===== config.mk =====
export PLATFORM = sky130hd
export DESIGN_NAME = bsg_scheduler_resource_age
export DESIGN_NICKNAME = d
export VERILOG_FILES = /design/src/rtl/bsg_scheduler_resource_age_pkg.sv /design/src/rtl/bsg_age_matrix_select.sv /design/src/rtl/bsg_scheduler_resource_age.sv
export SDC_FILE = /design/constraint.sdc
export NUM_CORES = 1
export LEC_CHECK = 0
export ABC_AREA = 1
export CAP_MARGIN = 20
export CORE_MARGIN = 3
export CORE_UTILIZATION = 50
export DETAILED_ROUTE_END_ITERATION = 12
export GPL_TIMING_DRIVEN = 1
export PLACE_DENSITY_LB_ADDON = 0.25
export SKIP_LAST_GASP = 1
export SYNTH_ARGS = -nofsm -noshare
export SYNTH_HDL_FRONTEND = slang
export SYNTH_SLANG_ARGS = --single-unit

===== constraint.sdc =====
create_clock -name clk_i -period 2.49 [get_ports clk_i]
set_input_delay 0.249 -clock clk_i [delete_from_list [all_inputs] [get_ports clk_i]]
set_output_delay 0.249 -clock clk_i [all_outputs]
set_load 0.01 [all_outputs]

===== src/rtl/bsg_scheduler_resource_age_pkg.sv =====
// Shared types and constants for the age-ordered resource scheduler.
// Optional wait counters: BSG_SCHEDULER_RESOURCE_AGE_WAIT_CNT_EN.
`ifndef BSG_SAFE_CLOG2
`define BSG_SAFE_CLOG2(x) (((x) <= 1) ? 1 : $clog2(x))
`endif

package bsg_scheduler_resource_age_pkg;

  localparam int wait_cnt_width_gp = 8;
  localparam int max_id_width_gp  = 8;
  localparam int max_res_width_gp = 32;

  typedef struct packed {
    logic [max_id_width_gp-1:0]  id;
    logic [max_res_width_gp-1:0] res;
  } deq_port_s;

endpackage


===== src/rtl/bsg_age_matrix_select.sv =====
// Age matrix storage plus iterative oldest-first grant selection.
// Row i bit j set means entry i is older than entry j.
module bsg_age_matrix_select
  import bsg_scheduler_resource_age_pkg::*;
#(
  parameter int els_p       = 8,
  parameter int deq_ports_p = 2
) (
  input  logic                               clk_i,
  input  logic                               reset_n_i,
  input  logic                               flush_i,
  input  logic                               alloc_i,
  input  logic [els_p-1:0]                   alloc_oh_i,
  input  logic [els_p-1:0]                   active_i,
  input  logic [els_p-1:0]                   ready_i,
  output logic [deq_ports_p-1:0][els_p-1:0]  grant_o
);

  logic [els_p-1:0][els_p-1:0] age_q, age_d;
  logic [els_p-1:0]            rem;
  logic [deq_ports_p-1:0][els_p-1:0] g;
  logic                        older;

  // New entry is younger than every active entry; flush clears all.
  always_comb begin
    age_d = age_q;
    if (flush_i) begin
      age_d = '0;
    end else if (alloc_i) begin
      for (int n = 0; n < els_p; n++) begin
        if (alloc_oh_i[n]) begin
          for (int j = 0; j < els_p; j++) begin
            age_d[j][n] = active_i[j];
            age_d[n][j] = 1'b0;
          end
        end
      end
    end
  end

  // Age matrix register.
  always_ff @(posedge clk_i or negedge reset_n_i) begin
    if (!reset_n_i) age_q <= '0;
    else            age_q <= age_d;
  end

  // Each port takes the oldest ready entry left by earlier ports.
  always_comb begin
    rem   = ready_i;
    g     = '0;
    older = 1'b0;
    for (int k = 0; k < deq_ports_p; k++) begin
      for (int i = 0; i < els_p; i++) begin
        older = 1'b0;
        for (int j = 0; j < els_p; j++) begin
          older = older | (rem[j] & age_q[j][i]);
        end
        g[k][i] = rem[i] & ~older;
      end
      rem = rem & ~g[k];
    end
  end

  assign grant_o = g;

endmodule


===== src/rtl/bsg_scheduler_resource_age.sv =====
// Multi-resource scheduler issuing ready entries oldest first.
// Optional per-entry wait counters: BSG_SCHEDULER_RESOURCE_AGE_WAIT_CNT_EN.
module bsg_scheduler_resource_age
  import bsg_scheduler_resource_age_pkg::*;
#(
  parameter int resources_p    = 2,
  parameter int els_p          = 8,
  parameter int max_dep_bits_p = 4,
  parameter int deq_ports_p    = 2,
  localparam int dep_width_lp  = `BSG_SAFE_CLOG2(max_dep_bits_p),
  localparam int id_width_lp   = `BSG_SAFE_CLOG2(els_p)
) (
  input  logic clk_i,
  input  logic reset_n_i,
  input  logic flush_i,
  input  logic [resources_p-1:0][max_dep_bits_p-1:0] res_avail_i,
  input  logic alloc_v_i,
  input  logic [resources_p-1:0][dep_width_lp-1:0] alloc_sel_i,
  output logic alloc_yumi_o,
  output logic [id_width_lp-1:0] alloc_id_o,
  output logic [deq_ports_p-1:0] deq_v_o,
  output logic [deq_ports_p-1:0][id_width_lp-1:0] deq_id_o,
  output logic [deq_ports_p-1:0][resources_p-1:0][dep_width_lp-1:0]
    deq_res_o,
`ifdef BSG_SCHEDULER_RESOURCE_AGE_WAIT_CNT_EN
  output logic [deq_ports_p-1:0][wait_cnt_width_gp-1:0] deq_wait_o,
`endif
  input  logic [deq_ports_p-1:0] deq_yumi_i,
  output logic empty_o,
  output logic full_o
);

  logic [els_p-1:0] active_q, active_d;
  logic [els_p-1:0][resources_p-1:0][dep_width_lp-1:0] sel_q;
  logic [els_p-1:0] ready;
  logic [els_p-1:0] alloc_oh;
  logic [els_p-1:0] deq_clr;
  logic [deq_ports_p-1:0][els_p-1:0] grant;
  logic alloc_take;

  assign full_o       = &active_q;
  assign empty_o      = ~|active_q;
  assign alloc_yumi_o = alloc_v_i & ~full_o & ~flush_i & reset_n_i;
  assign alloc_take   = alloc_yumi_o;

  // Lowest free slot from registered state.
  always_comb begin
    alloc_oh   = '0;
    alloc_id_o = '0;
    for (int i = els_p - 1; i >= 0; i--) begin
      if (!active_q[i]) begin
        alloc_oh    = '0;
        alloc_oh[i] = 1'b1;
        alloc_id_o  = id_width_lp'(i);
      end
    end
  end

  // Entry is ready when active and every selected bit is set.
  always_comb begin
    ready = '0;
    for (int i = 0; i < els_p; i++) begin
      ready[i] = active_q[i];
      for (int r = 0; r < resources_p; r++) begin
        ready[i] = ready[i] & res_avail_i[r][sel_q[i][r]];
      end
    end
  end

  bsg_age_matrix_select #(
    .els_p       (els_p),
    .deq_ports_p (deq_ports_p)
  ) age_sel (
    .clk_i      (clk_i),
    .reset_n_i  (reset_n_i),
    .flush_i    (flush_i),
    .alloc_i    (alloc_take),
    .alloc_oh_i (alloc_oh),
    .active_i   (active_q),
    .ready_i    (ready),
    .grant_o    (grant)
  );

`ifdef BSG_SCHEDULER_RESOURCE_AGE_WAIT_CNT_EN
  logic [els_p-1:0][wait_cnt_width_gp-1:0] wait_q;
`endif

  // Encode grants into issue ports and collect accepted entries.
  always_comb begin
    deq_v_o   = '0;
    deq_id_o  = '0;
    deq_res_o = '0;
    deq_clr   = '0;
`ifdef BSG_SCHEDULER_RESOURCE_AGE_WAIT_CNT_EN
    deq_wait_o = '0;
`endif
    for (int k = 0; k < deq_ports_p; k++) begin
      deq_v_o[k] = |grant[k];
      for (int i = 0; i < els_p; i++) begin
        if (grant[k][i]) begin
          deq_id_o[k]  = id_width_lp'(i);
          deq_res_o[k] = sel_q[i];
`ifdef BSG_SCHEDULER_RESOURCE_AGE_WAIT_CNT_EN
          deq_wait_o[k] = wait_q[i];
`endif
        end
      end
      if (deq_yumi_i[k]) deq_clr = deq_clr | grant[k];
    end
  end

  // Accepted entries retire, new entry joins, flush wins.
  always_comb begin
    active_d = active_q & ~deq_clr;
    if (alloc_take) active_d = active_d | alloc_oh;
    if (flush_i)    active_d = '0;
  end

  // Active bit register.
  always_ff @(posedge clk_i or negedge reset_n_i) begin
    if (!reset_n_i) active_q <= '0;
    else            active_q <= active_d;
  end

  // Resource indices; only observed through active-gated paths.
  always_ff @(posedge clk_i) begin
    for (int i = 0; i < els_p; i++) begin
      if (alloc_take && alloc_oh[i]) sel_q[i] <= alloc_sel_i;
    end
  end

`ifdef BSG_SCHEDULER_RESOURCE_AGE_WAIT_CNT_EN
  // Saturating count of cycles spent ready but not issued.
  always_ff @(posedge clk_i or negedge reset_n_i) begin
    if (!reset_n_i) begin
      wait_q <= '0;
    end else begin
      for (int i = 0; i < els_p; i++) begin
        if (alloc_take && alloc_oh[i]) begin
          wait_q[i] <= '0;
        end else if (ready[i] && !deq_clr[i] && !(&wait_q[i])) begin
          wait_q[i] <= wait_q[i] + 1'b1;
        end
      end
    end
  end
`endif

`ifndef SYNTHESIS
  // Handshake and grant uniqueness checks.
  always @(posedge clk_i) begin
    if (reset_n_i) begin
      for (int k = 0; k < deq_ports_p; k++) begin
        assert (!deq_yumi_i[k] || deq_v_o[k])
          else $error("deq_yumi_i without deq_v_o on port %0d", k);
        for (int m = k + 1; m < deq_ports_p; m++) begin
          assert (!(deq_v_o[k] && deq_v_o[m] && deq_id_o[k] == deq_id_o[m]))
            else $error("ports %0d and %0d grant the same id", k, m);
        end
      end
    end
  end
`endif

endmodule


==> results.yml, run 1 <==
power:
  powerDensity_nw_per_um2: 324
  leakagePower_nw: 5.23
  irDropWorstVdd_v: 0.000464
logic_synthesis:
  yosys_register_bits: 96
  synth_ff_type: "dfrtp_1"
  yosysTopAreaCell: "dfrtp_1"
  syn-mean-instance-area_sq_um: 6.98
  syn_nets: 945
  yosysMostFrequentCell: "nand2_1"
  synth.distinct_cells: 43
  synth_seq_area_share_pct: 39.6
  synth_top_area_share_pct: 24.8
  netlist_area_sq_um: 6470
  synth_cells: 927
  async_flop_share_pct: 66.7
  ys_top_cells_by_area: "dfrtp_1 25%, nand2_1 16%, edfxtp_1 15%, inv_1 6.7%, nand3_1 5.7%"
  yosysWarnings: 0
  synth_commonest_cells: "270 x nand2_1, 116 x inv_1, 74 x nand3_1"
  synth_edf_count: 32
cells_and_area:
  syn2layout_area_growth_pct: 56.2
  num_antenna_cells: 0
  final_cell_count_no_fill: 1408
  num-nets-final: 1253
  stdcell_area_sq_um: 10100
  drive_gt1_share_pct: 41.5
outcome:
  outcome: "complete, but fails checks"
  violations: "negative setup slack"
grt:
  globalRoute.totalOverflow: 0
  grt_pass1_vias: 7516
  grt_pass1_wl_microns: 41800
  grt_max_degree: 65
  grtUsageTotal_pct: 38.9
  antenna_found_initial: 0
route:
  num_vias: 8179
  antenna_left: 0
  viasPerCell: 5.81
  first_pass_iters: 8
  drc: 0
  drt-initial-drc-count: 1145
  wire_per_inst_microns: 21.0
  routed_wl_microns: 29600
clocking:
  h-tree-depth: 3
  cts_tree: "yes"
  clkLatencyLatePin_ps: 360
  cts_inserted_buffers: 9
  cts_root_buf: "clkbuf_16"
  clkSlewWorstSetupHoldPaths_ps: 70
  postCtsHoldBufs: 0
  clockBufferDepth: 2
  cts.sinks: 96
timing:
  setup_viol: 23
  finalWorstSetupSlack_ps: -868
  slew_viol_final: 0
  clock_skew_ps: 4.60
  layout_min_cycle_time_ps: 3360
  finalCritPeriodShare_pct: 135
  hold_violations: 0
  maxSlewHeadroom_pct: 42.7
  max_freq_ghz: 0.298
  tightest_slew_ps: 860
  rsz0062_at_grt: "yes"
critical_path:
  cp_max_fo: 5
  cp_slowest_stage_delay_ps: 540
  critPathSlowestCell: "or4_4"
  path_delay_family: "simple AND/OR/NAND/NOR gates"
  cp.arrival_ps: 3110
  r2r_slack_ps: -290
  r2r_end: "active_q[2]"
  cp_common_cell: "nor2_4"
  reg2regPathDepth: 18
  worstSetupStartpointType: "flop"
  r2r-start: "sel_q[18]"
  path_class: "flop to output pin"
  worstPathCellList: "inv_2, nor2_4, o21ai_4, nand3_4, buf_4, nor2_4, nor2_4, nand2_4, buf_6, nor2_2, inv_2, o21ai_0, inv_1, nand2_1, or4_4, buf_6"
  cp_data_required_time_ps: 2240
  endpoint_kind: "output pin"
  crit_buf_inv: 6
floorplan:
  start_util_pct: 52.5
  die_w_microns: 120
  rows: 40
  dieArea_sq_um: 14300
  die_y_microns: 120
  io_pins: 40
  core_sq_um: 12300
place:
  hpwl_microns: 21200
  place_congestion: 1.10
  place_area_sq_um: 8520
  place_inst: 1316
  portBuffers: 39
min_path:
  min-delay-path-class: "primary input to async pin"
run:
  cap_viol_max_count: 0
[cell type report]
cell class              count  area (sq um)
multi-input cells         676          3960
clock inverters             6          43.8
fillers                   856          2210
flip-flops and latches     96          2570
inverters                 143           557
repair buffers            309          2530
well taps                 168           210
clock buffers              10           229
[metrics by stage]
stage | power (mW) | hold WS (ps) | utilization [%] | setup WS, ps | TNS [ps]
2_1_floorplan | 1.78 | -46.6 | - | 230 | 0
3_3_place_gp | 1.93 | 455 | 69.2 | -1200 | -21510
3_5_place_dp | 1.93 | 467 | 69.2 | -1200 | -21180
5_1_grt | 3.35 | 264 | 82.1 | -998 | -14780
4_1_cts | 3.24 | 209 | 77.9 | -701 | -9870
6_report | 3.27 | 197 | 82.1 | -868 | -12620
[worst max path at each step]
stage	startpoint	endpoint	slack, ps	depth (start not counted)
2_1_floorplan	sel_q[24]	deq_v_o[0]	230	13
3_3_place_gp	res_avail_i[3]	deq_res_o[7]	-1200	24
3_5_place_dp	res_avail_i[3]	deq_res_o[6]	-1200	19
4_1_cts	sel_q[16]	deq_res_o[6]	-700	22
5_1_grt	res_avail_i[7]	deq_res_o[4]	-1000	26
6_report	sel_q[24]	deq_v_o[0]	-870	16
[worst reg2reg max path: cells and delay by family, from the launching register on]
kind | cells | cell delay [ps]
and+or+nand+nor | 11 | 1210
AOI/OAI and AO/OA | 2 | 240
DFF | 1 | 460
buffers and inverters | 5 | 740
[power by group]
group / internal, mW / switching (mW) / leakage, nW
combinational: 0.113 / 0.193 / 3.92
sequential: 1.64 / 0.00520 / 1.17
clock: 0.685 / 0.642 / 0.134
[cell usage in the layout, fill, tap and decap left out, types with 39 or more instances in the layout]
master,n
a21oi_1,42
nand2_2,39
o21ai_0,46
buf_4,238
nor2_1,45
inv_1,104
nand2_1,235
nand4_1,41
nand3_1,55
dfrtp_1,58
[sequential cells by signal (all words and copies together) (netlist names)]
name / count
active_q: 8
age_sel.age_q: 56
sel_q: 32
[what timing repair did]
action,CTS,global route
pin swaps,50,47
cloned,1,0
hold endpoints to repair,0,0
setup endpoints to repair,26,48
gates resized for setup,193,97
setup buffers,51,28
[routing by layer]
metal  vias to the layer above  wire [microns]  global-route usage, %
met3                       111            3840                   10.8
met2                       590           12700                   57.3
met5                         -               0                      0
met4                         0            1530                   17.0
li1                       3670               -                      -
met1                      3808           11500                   53.6
[cells by family after synthesis]
logic type | synth area share (%)
buffers and inverters | 9.27
and+or+nand+nor | 38.6
DFF | 39.6
AOI/OAI and AO/OA | 12.2
muxes | 0.310
No activity file was read; power rests on OpenSTA's default activity.
==> run 2: changes to the inputs <==
- CTS_CLUSTER_DIAMETER: not set -> 100
==> results of run 2 <==
The final DEF is identical to that of run 1; final timing and power are the same.
==> run 3: changes to the inputs <==
- TNS_END_PERCENT: not set -> 10
==> results.yml, run 3 (synthesized netlist as in run 1, its figures left out) <==
grt:
  grtUsageTotal_pct: 38.5
  grt_pass1_vias: 7294
  antenna_found_initial: 0
  grt_pass1_wl_microns: 41400
  grt_max_degree: 65
  globalRoute.totalOverflow: 0
route:
  num_vias: 7971
  drc: 0
  first_pass_iters: 8
  viasPerCell: 5.78
  drt-initial-drc-count: 982
  wire_per_inst_microns: 20.3
  antenna_left: 0
  routed_wl_microns: 28000
power:
  leakagePower_nw: 4.97
  irDropWorstVdd_v: 0.000480
  power.total_mw: 3.26
  powerDensity_nw_per_um2: 342
critical_path:
  r2r-start: "sel_q[24]"
  cp_data_required_time_ps: 2240
  critPathCapture: "deq_v_o[1]"
  r2r_end: "active_q[0]"
  startpoint: "sel_q[24]"
  cp_max_fo: 5
  path_class: "flop to output pin"
  cp.arrival_ps: 3110
  r2r_slack_ps: -320
  reg2regPathDepth: 16
  worstSetupStartpointType: "flop"
  endpoint_kind: "output pin"
clocking:
  clkSlewWorstSetupHoldPaths_ps: 70
  cts.sinks: 96
  postCtsHoldBufs: 0
  cts_root_buf: "clkbuf_16"
  clkLatencyLatePin_ps: 360
  h-tree-depth: 3
  cts_inserted_buffers: 9
  cts_tree: "yes"
  clockBufferDepth: 2
floorplan:
  rows: 40
  die_w_microns: 120
  io_pins: 40
  dieArea_sq_um: 14300
  start_util_pct: 52.5
  die_y_microns: 120
  core_sq_um: 12300
timing:
  setup_viol: 36
  finalCritPeriodShare_pct: 135
  layout_min_cycle_time_ps: 3360
  max_freq_ghz: 0.297
  rsz0062_at_grt: "yes"
  finalWorstSetupSlack_ps: -873
  tns_ps: -14870
  maxSlewHeadroom_pct: 43.5
  hold_violations: 0
  tightest_slew_ps: 848
  clock_skew_ps: 5.56
  slew_viol_final: 0
cells_and_area:
  num_antenna_cells: 0
  regMostFlops: "age_sel.age_q"
  fill_cells: 951
  reg.largest.list: "age_sel.age_q x56, sel_q x32, active_q x8"
  mostFrequentLayoutCell: "nand2_1"
  final_cell_mix: "249 x nand2_1, 225 x buf_4, 110 x inv_1"
  final_util_pct: 77.4
  syn2layout_area_growth_pct: 47.4
  largest_register_ffs: 56
  drive_gt1_share_pct: 34.6
  num-nets-final: 1225
min_path:
  min-delay-path-class: "primary input to async pin"
run:
  cap_viol_max_count: 0
outcome:
  violations: "negative setup slack"
  outcome: "complete, but fails checks"
place:
  portBuffers: 39
  hpwl_microns: 21200
  place_congestion: 1.10
[run 3: per-stage QoR]
stage	hold slack, ps	cells	setup WS, ps	cell area (sq um)
global placement	455	1316	-1200	8520
floorplan	-46.6	927	230	6470
global route	265	1380	-971	9530
finish	199	1380	-873	9530
CTS	209	1368	-710	9350
detailed placement	467	1316	-1200	8520
[run 3: layer usage]
metal  GRT usage, %  part of all wire, %  vias up
li1               -                    -     3613
met3           9.57                   12       93
met5              0                    0        -
met2           57.5                   43      528
met4           15.6                  4.6        0
met1           53.6                   40     3737
[run 3: power by group]
| group | switching [mW] | internal (mW) | total (mW) | leakage (nW) |
|---|---|---|---|---|
| Clock | 0.649 | 0.686 | 1.34 | 0.134 |
| Sequential | 0.00484 | 1.64 | 1.64 | 1.18 |
| Combinational | 0.182 | 0.104 | 0.286 | 3.65 |
| Total | 0.836 | 2.43 | 3.26 | 4.97 |
[run 3: worst max-delay path, cell delays in order (launching register included)]
cell and delay [ps]:
edfxtp_1 450, buf_4 170, nand2_1 90, nand3_2 100, o21ai_4 140, nand4_1 280, nand2_1 220, nor2_4 70
nand2_2 130, buf_4 130, nand3_1 60, nand2_1 90, nor2_1 50, buf_4 150, nand2_1 80, nand2_1 60
nor2_1 100, nand3_1 80, dlygate4sd2_1 290
[run 3: how the worst min path moves through the flow]
stage / endpoint / slack, ps
finish: age_sel.age_q[17] / 200
global route: age_sel.age_q[10] / 270
CTS: age_sel.age_q[17] / 210
detailed placement: age_sel.age_q[10] / 470
global placement: age_sel.age_q[30] / 460
floorplan: active_q[0] / -50
[run 3: final cells by class]
type                       instances  area, sq um  area share (%)
multi-input combinational        676         3660            38.4
sequential                        96         2560            26.9
timing repair buffer             281         2280            23.9
inverter                         143          544            5.71
clock buffer                      10          229            2.40
tap                              168          210            2.21
clock inverter                     6         43.8           0.459
[run 3: repair_timing]
item | CTS | global route
pin swaps | 35 | 21
gates cloned | 1 | 0
endpoints found under the setup margin | 26 | 68
gates resized for setup | 118 | 30
endpoints found under the hold margin | 0 | 0
setup buffers | 37 | 12
